$ cat config.mk
export PLATFORM = sky130hd
export DESIGN_NAME = dmem_boot_loader
export DESIGN_NICKNAME = d
export VERILOG_FILES = /design/src/rtl/dmem_boot_loader.sv
export SDC_FILE = /design/constraint.sdc
export NUM_CORES = 1
export LEC_CHECK = 0
export CAP_MARGIN = 20
export CORE_MARGIN = 5
export CORE_UTILIZATION = 42
export CTS_CLUSTER_SIZE = 25
export DETAILED_ROUTE_END_ITERATION = 8
export HOLD_SLACK_MARGIN = 0.1
export PLACE_DENSITY = 0.84
export SLEW_MARGIN = 10
export SYNTH_ARGS = -nofsm -noshare
export SYNTH_HDL_FRONTEND = slang
export SYNTH_SLANG_ARGS = --single-unit
$ cat constraint.sdc
create_clock -name clk -period 1.9 [get_ports clk]
set_input_delay 0.38 -clock clk [delete_from_list [all_inputs] [get_ports clk]]
set_output_delay 0.38 -clock clk [all_outputs]
set_load 0.03 [all_outputs]
$ cat src/rtl/dmem_boot_loader.sv
// rtl/dmem_boot_loader.sv - holds the CPU in reset while streaming preload words into data memory
module dmem_boot_loader #(
    parameter logic [31:0] BASE_ADDR      = 32'h0000_0000,
    parameter int          MAX_WORDS      = 64,
    parameter int          RELEASE_CYCLES = 4,
    localparam int         CW             = $clog2(MAX_WORDS + 1)
) (
    input  logic          clk,
    input  logic          reset,
    input  logic          start,
    input  logic          in_valid,
    input  logic [31:0]   in_data,
    input  logic          in_last,
    output logic          in_ready,
    output logic          cpu_reset,
    output logic          Ext_MemWrite,
    output logic [31:0]   Ext_WriteData,
    output logic [31:0]   Ext_DataAdr,
    output logic [CW-1:0] words_loaded,
    output logic          busy,
    output logic          done,
    output logic          overflow
);
    localparam int            RW       = $clog2(RELEASE_CYCLES + 1);
    localparam logic [CW-1:0] MAX_CNT  = CW'(MAX_WORDS);
    localparam logic [RW-1:0] REL_INIT = RW'(RELEASE_CYCLES);
    localparam logic [RW-1:0] REL_ONE  = RW'(1);

    typedef enum logic [2:0] {
        S_IDLE, S_LOAD, S_FLUSH, S_RELEASE, S_RUN, S_ERROR
    } state_t;

    state_t        state_q, state_d;
    logic [CW-1:0] words_q, words_d;
    logic [RW-1:0] rel_q, rel_d;
    logic          wr_q, wr_d;
    logic [31:0]   wdata_q, wdata_d;
    logic [31:0]   adr_q, adr_d;
    logic          cpu_reset_q, cpu_reset_d;
    logic          busy_q, busy_d;
    logic          done_q, done_d;
    logic          overflow_q, overflow_d;
    logic          accept;

    assign in_ready = (state_q == S_LOAD) && (words_q < MAX_CNT);
    assign accept   = in_valid && in_ready;

    always_comb begin
        state_d = state_q;
        words_d = words_q;
        rel_d   = rel_q;
        wr_d    = 1'b0;
        wdata_d = wdata_q;
        adr_d   = adr_q;
        case (state_q)
            S_IDLE, S_RUN, S_ERROR: begin
                if (start) begin
                    state_d = S_LOAD;
                    words_d = '0;
                end
            end
            S_LOAD: begin
                if (accept) begin
                    wr_d    = 1'b1;
                    wdata_d = in_data;
                    adr_d   = BASE_ADDR + (32'(words_q) << 2);
                    words_d = words_q + CW'(1);
                    // in_last wins over overflow when the final allowed beat is also the last
                    if (in_last)
                        state_d = S_FLUSH;
                    else if (words_d == MAX_CNT)
                        state_d = S_ERROR;
                end
            end
            S_FLUSH: begin
                state_d = S_RELEASE;
                rel_d   = REL_INIT;
            end
            S_RELEASE: begin
                rel_d = rel_q - REL_ONE;
                // leave on the cycle the count would reach zero so release lands RELEASE_CYCLES+1 after the strobe
                if (rel_q == REL_ONE)
                    state_d = S_RUN;
            end
            default: state_d = S_IDLE;
        endcase

        cpu_reset_d = (state_d != S_RUN);
        done_d      = (state_d == S_RUN);
        overflow_d  = (state_d == S_ERROR);
        busy_d      = (state_d == S_LOAD) || (state_d == S_FLUSH) || (state_d == S_RELEASE);
    end

    always_ff @(posedge clk or negedge reset) begin
        if (!reset) begin
            state_q     <= S_IDLE;
            words_q     <= '0;
            rel_q       <= '0;
            wr_q        <= 1'b0;
            wdata_q     <= 32'h0;
            adr_q       <= BASE_ADDR;
            cpu_reset_q <= 1'b1;
            busy_q      <= 1'b0;
            done_q      <= 1'b0;
            overflow_q  <= 1'b0;
        end else begin
            state_q     <= state_d;
            words_q     <= words_d;
            rel_q       <= rel_d;
            wr_q        <= wr_d;
            wdata_q     <= wdata_d;
            adr_q       <= adr_d;
            cpu_reset_q <= cpu_reset_d;
            busy_q      <= busy_d;
            done_q      <= done_d;
            overflow_q  <= overflow_d;
        end
    end

    assign cpu_reset     = cpu_reset_q;
    assign Ext_MemWrite  = wr_q;
    assign Ext_WriteData = wdata_q;
    assign Ext_DataAdr   = adr_q;
    assign words_loaded  = words_q;
    assign busy          = busy_q;
    assign done          = done_q;
    assign overflow      = overflow_q;

endmodule

==> metrics.txt <==
synthesized cell area=2570 µm²; Layout area overhead=43.43%; Total Wirelength=6115 µm; P_int=approximately 3.5 mW; worst path cell trace=clkdlybuf4s50_1; CTS H-tree lvls=3; quantity of I/O buffers inserted on ports=88; # DRC=0; maxcap violations=0; gr busiest metal=met2; crit path from=words_loaded[4]; IO Count=roughly 110; Clk pwr share=between 15 and 20%; post-route clock period utilization=~96%; Async SR Flop Fraction=between 90% and 100%; Buffers & Inverters on Critical Path=1; HP Start=Ext_WriteData[11]; Reg power frac=between 30% and 40%; Routed wire per std cell=about 13 µm; Yosys reg bits=between 50 and 60; largest net degree at the start of global routing=58; clk sinks=57; GRT Util Overall=16.17%; sequential area share after synthesis=a little under three fifths; CP Depth=1; hpwl dp=approximately 4500 µm; Die H=88.23 µm; Synth warnings=0; CP required=between 1.5 and 2 ns; GP Congestion=approximately 0.81; fmax=approximately 550 MHz; kind of end point of the critical path=output port; outcome=completed; Max IR drop VDD=around 0.95 mV; most instantiated library cell after synthesis=nand2_1; dpl ws=-0.03452 ns; EDFF count, synth=0; Final Hold Fails=0; reg-to-reg startpoint=state_q[2]; largest area contributor in the netlist=dfrtp_1; CTS tree=yes; Fillers=515; met2 usage=25.22%; post-route minimum period=~1.8 ns; Worst Path Max Fanout=5; drt first pass iters=4; first-pass GRT wire length=just under 10,000 µm; critical path data arrival time=approximately 1.4 ns; RSZ-0062 raised after global routing=false; die area=7784 µm²; Finished Core Util=62.26%; worst setup path endpoint=words_loaded[4]; Min-Delay Path Class=reg2reg; top cell types by occurrence after synthesis=nand2_1, dfrtp_1, buf_4; Nets=416; area share of the largest cell type after synthesis=54.53%; reg2reg path depth=5; WHS=0.4721 ns; worst flop-to-flop path endpoint=words_loaded[3]; later-pin clock latency in the skew report=about 0.32 ns; Layout Skew=roughly 0.0041 ns; top cells by area, synth=dfrtp_1, nand2_1, buf_4; Vias/cell=roughly 4.5; initial antenna violation count=0; layout cells sized above 1=8.661%; FP Rows=28; grt met3 use=5.307%; Static Leak=between 1.5 and 2 nW; post-CTS setup buffer count=0; Setup CP Type=reg2out; vias in the first global route=approximately 2,000; number of buffers created by CTS=9; via count=about 2,100; Die Wd=between 80 and 90 µm; pwr/cell area=1669 nW/µm²; flop-to-flop setup slack=0.20 ns; ys flop type=dfrtp_1; Post-Syn Instances=roughly 280; Starting DRT DRC Count=between 70 and 80; Reg clk slew, reported paths=roughly 0.06 ns; final setup fails=0; Syn Area/Cell=9.345 µm²; GRT met1 Usage=approximately a fifth; clock root buffer=clkbuf_8; max incr delay on CP=0.70 ns; core area=around 5900 µm²; Sw Pwr=about 2.6 mW; switch share=a little over two fifths; final worst slack=about 0.076 ns; final total power=6.152 mW; max-slew violations=0; clock buffer depth=2; post-synth cell types=a little over 40; DRT antenna net count=0; Comb power frac=between 50% and 60%; CP max stage cell=clkdlybuf4s50_1; Ant. Diodes=0; remaining global-route overflow=0; CP Launch Type=flop; delay-heaviest family, CP=buffers and inverters; Initial Utilization=a little over two fifths
final cells by class:
cell class	instances	area [µm²]	area share, %
clock buffer	16	170.2	4.616
inverter	5	18.77	0.5092
multi-input combinational	201	964.7	26.17
sequential	57	1428	38.73
tap	75	93.84	2.546
timing repair buffer	102	1011	27.43
cell usage in the layout (no fill, tap or decap), types with 2 or more instances in the layout:
| master | netlist | layout |
|---|---|---|
| buf_12 | 0 | 2 |
| a21oi_1 | 3 | 3 |
| a21o_1 | 2 | 2 |
| buf_4 | 27 | 12 |
| clkbuf_1 | 4 | 5 |
| clkbuf_8 | 0 | 11 |
| conb_1 | 1 | 25 |
| mux2i_1 | 2 | 2 |
| o21ai_0 | 8 | 8 |
| clkdlybuf4s50_1 | 0 | 84 |
| and3_1 | 2 | 2 |
| nand2_1 | 118 | 118 |
| a22o_1 | 2 | 2 |
| ha_1 | 3 | 3 |
| and2_1 | 2 | 2 |
| inv_1 | 4 | 4 |
| dfrtp_1 | 56 | 56 |
| nand3_1 | 5 | 5 |
| nor2_1 | 7 | 7 |
| dlymetal6s2s_1 | 0 | 2 |
| nor2b_1 | 2 | 2 |
flip-flops by register name, summed over array words and instances (netlist names), 3 cells and up:
signal	flops
Ext_WriteData	32
state_q	3
words_loaded	7
rel_q	3
Ext_DataAdr	7
cell families after synthesis:
kind of cell | after synthesis | share of synthesized area (%)
AND/OR/NAND/NOR | 148 | 25.12
flip-flops | 57 | 55.55
buffers and inverters | 41 | 10.42
AO/OA/AOI/OAI | 22 | 6.183
adder cells (fa/ha/maj) | 3 | 1.461
multiplexers | 2 | 0.7790
other | 1 | 0.1459
XOR/XNOR | 1 | 0.3409
layer usage:
layer,wire length [µm],up-vias,part of all wire (%)
li1,-,1020,-
met1,2495,961,41
met2,2931,78,48
met3,559,12,9.1
met4,129,0,2.1
met5,0,-,0
worst min-delay path by stage:
stage                             end  slack, ns  cells past startpoint
floorplan              Ext_DataAdr[2]       0.08                      0
global placement             rel_q[1]       0.40                      2
detailed placement           rel_q[1]       0.41                      2
CTS                 Ext_WriteData[23]       0.48                      2
global route        Ext_WriteData[27]       0.50                      2
finish              Ext_WriteData[11]       0.47                      2
metrics by stage:
step | instance area [µm²] | setup TNS [ns] | instances
2_1_floorplan | 2660 | 0 | 299
3_3_place_gp | 3501 | 0 | 439
3_5_place_dp | 3501 | -0.03452 | 439
4_1_cts | 3681 | 0 | 456
5_1_grt | 3686 | 0 | 456
6_report | 3686 | 0 | 456
power groups by stage:
stage / clock [mW] / combinational, mW / sequential (mW)
floorplan: 0 / 1.08 / 2.83
global route: 1.07 / 3.46 / 2.03
finish: 0.973 / 3.22 / 1.96
detailed placement: 0 / 3.25 / 1.97
CTS: 1.01 / 3.26 / 1.96
global placement: 0 / 3.18 / 1.95
what timing repair did:
action / CTS / global route
gates resized for setup: 0 / 2
hold buffers: 1 / 0
endpoints found under the setup margin: 0 / 2
endpoints found under the hold margin: 56 / 0
No activity file was read; power rests on OpenSTA's default activity.
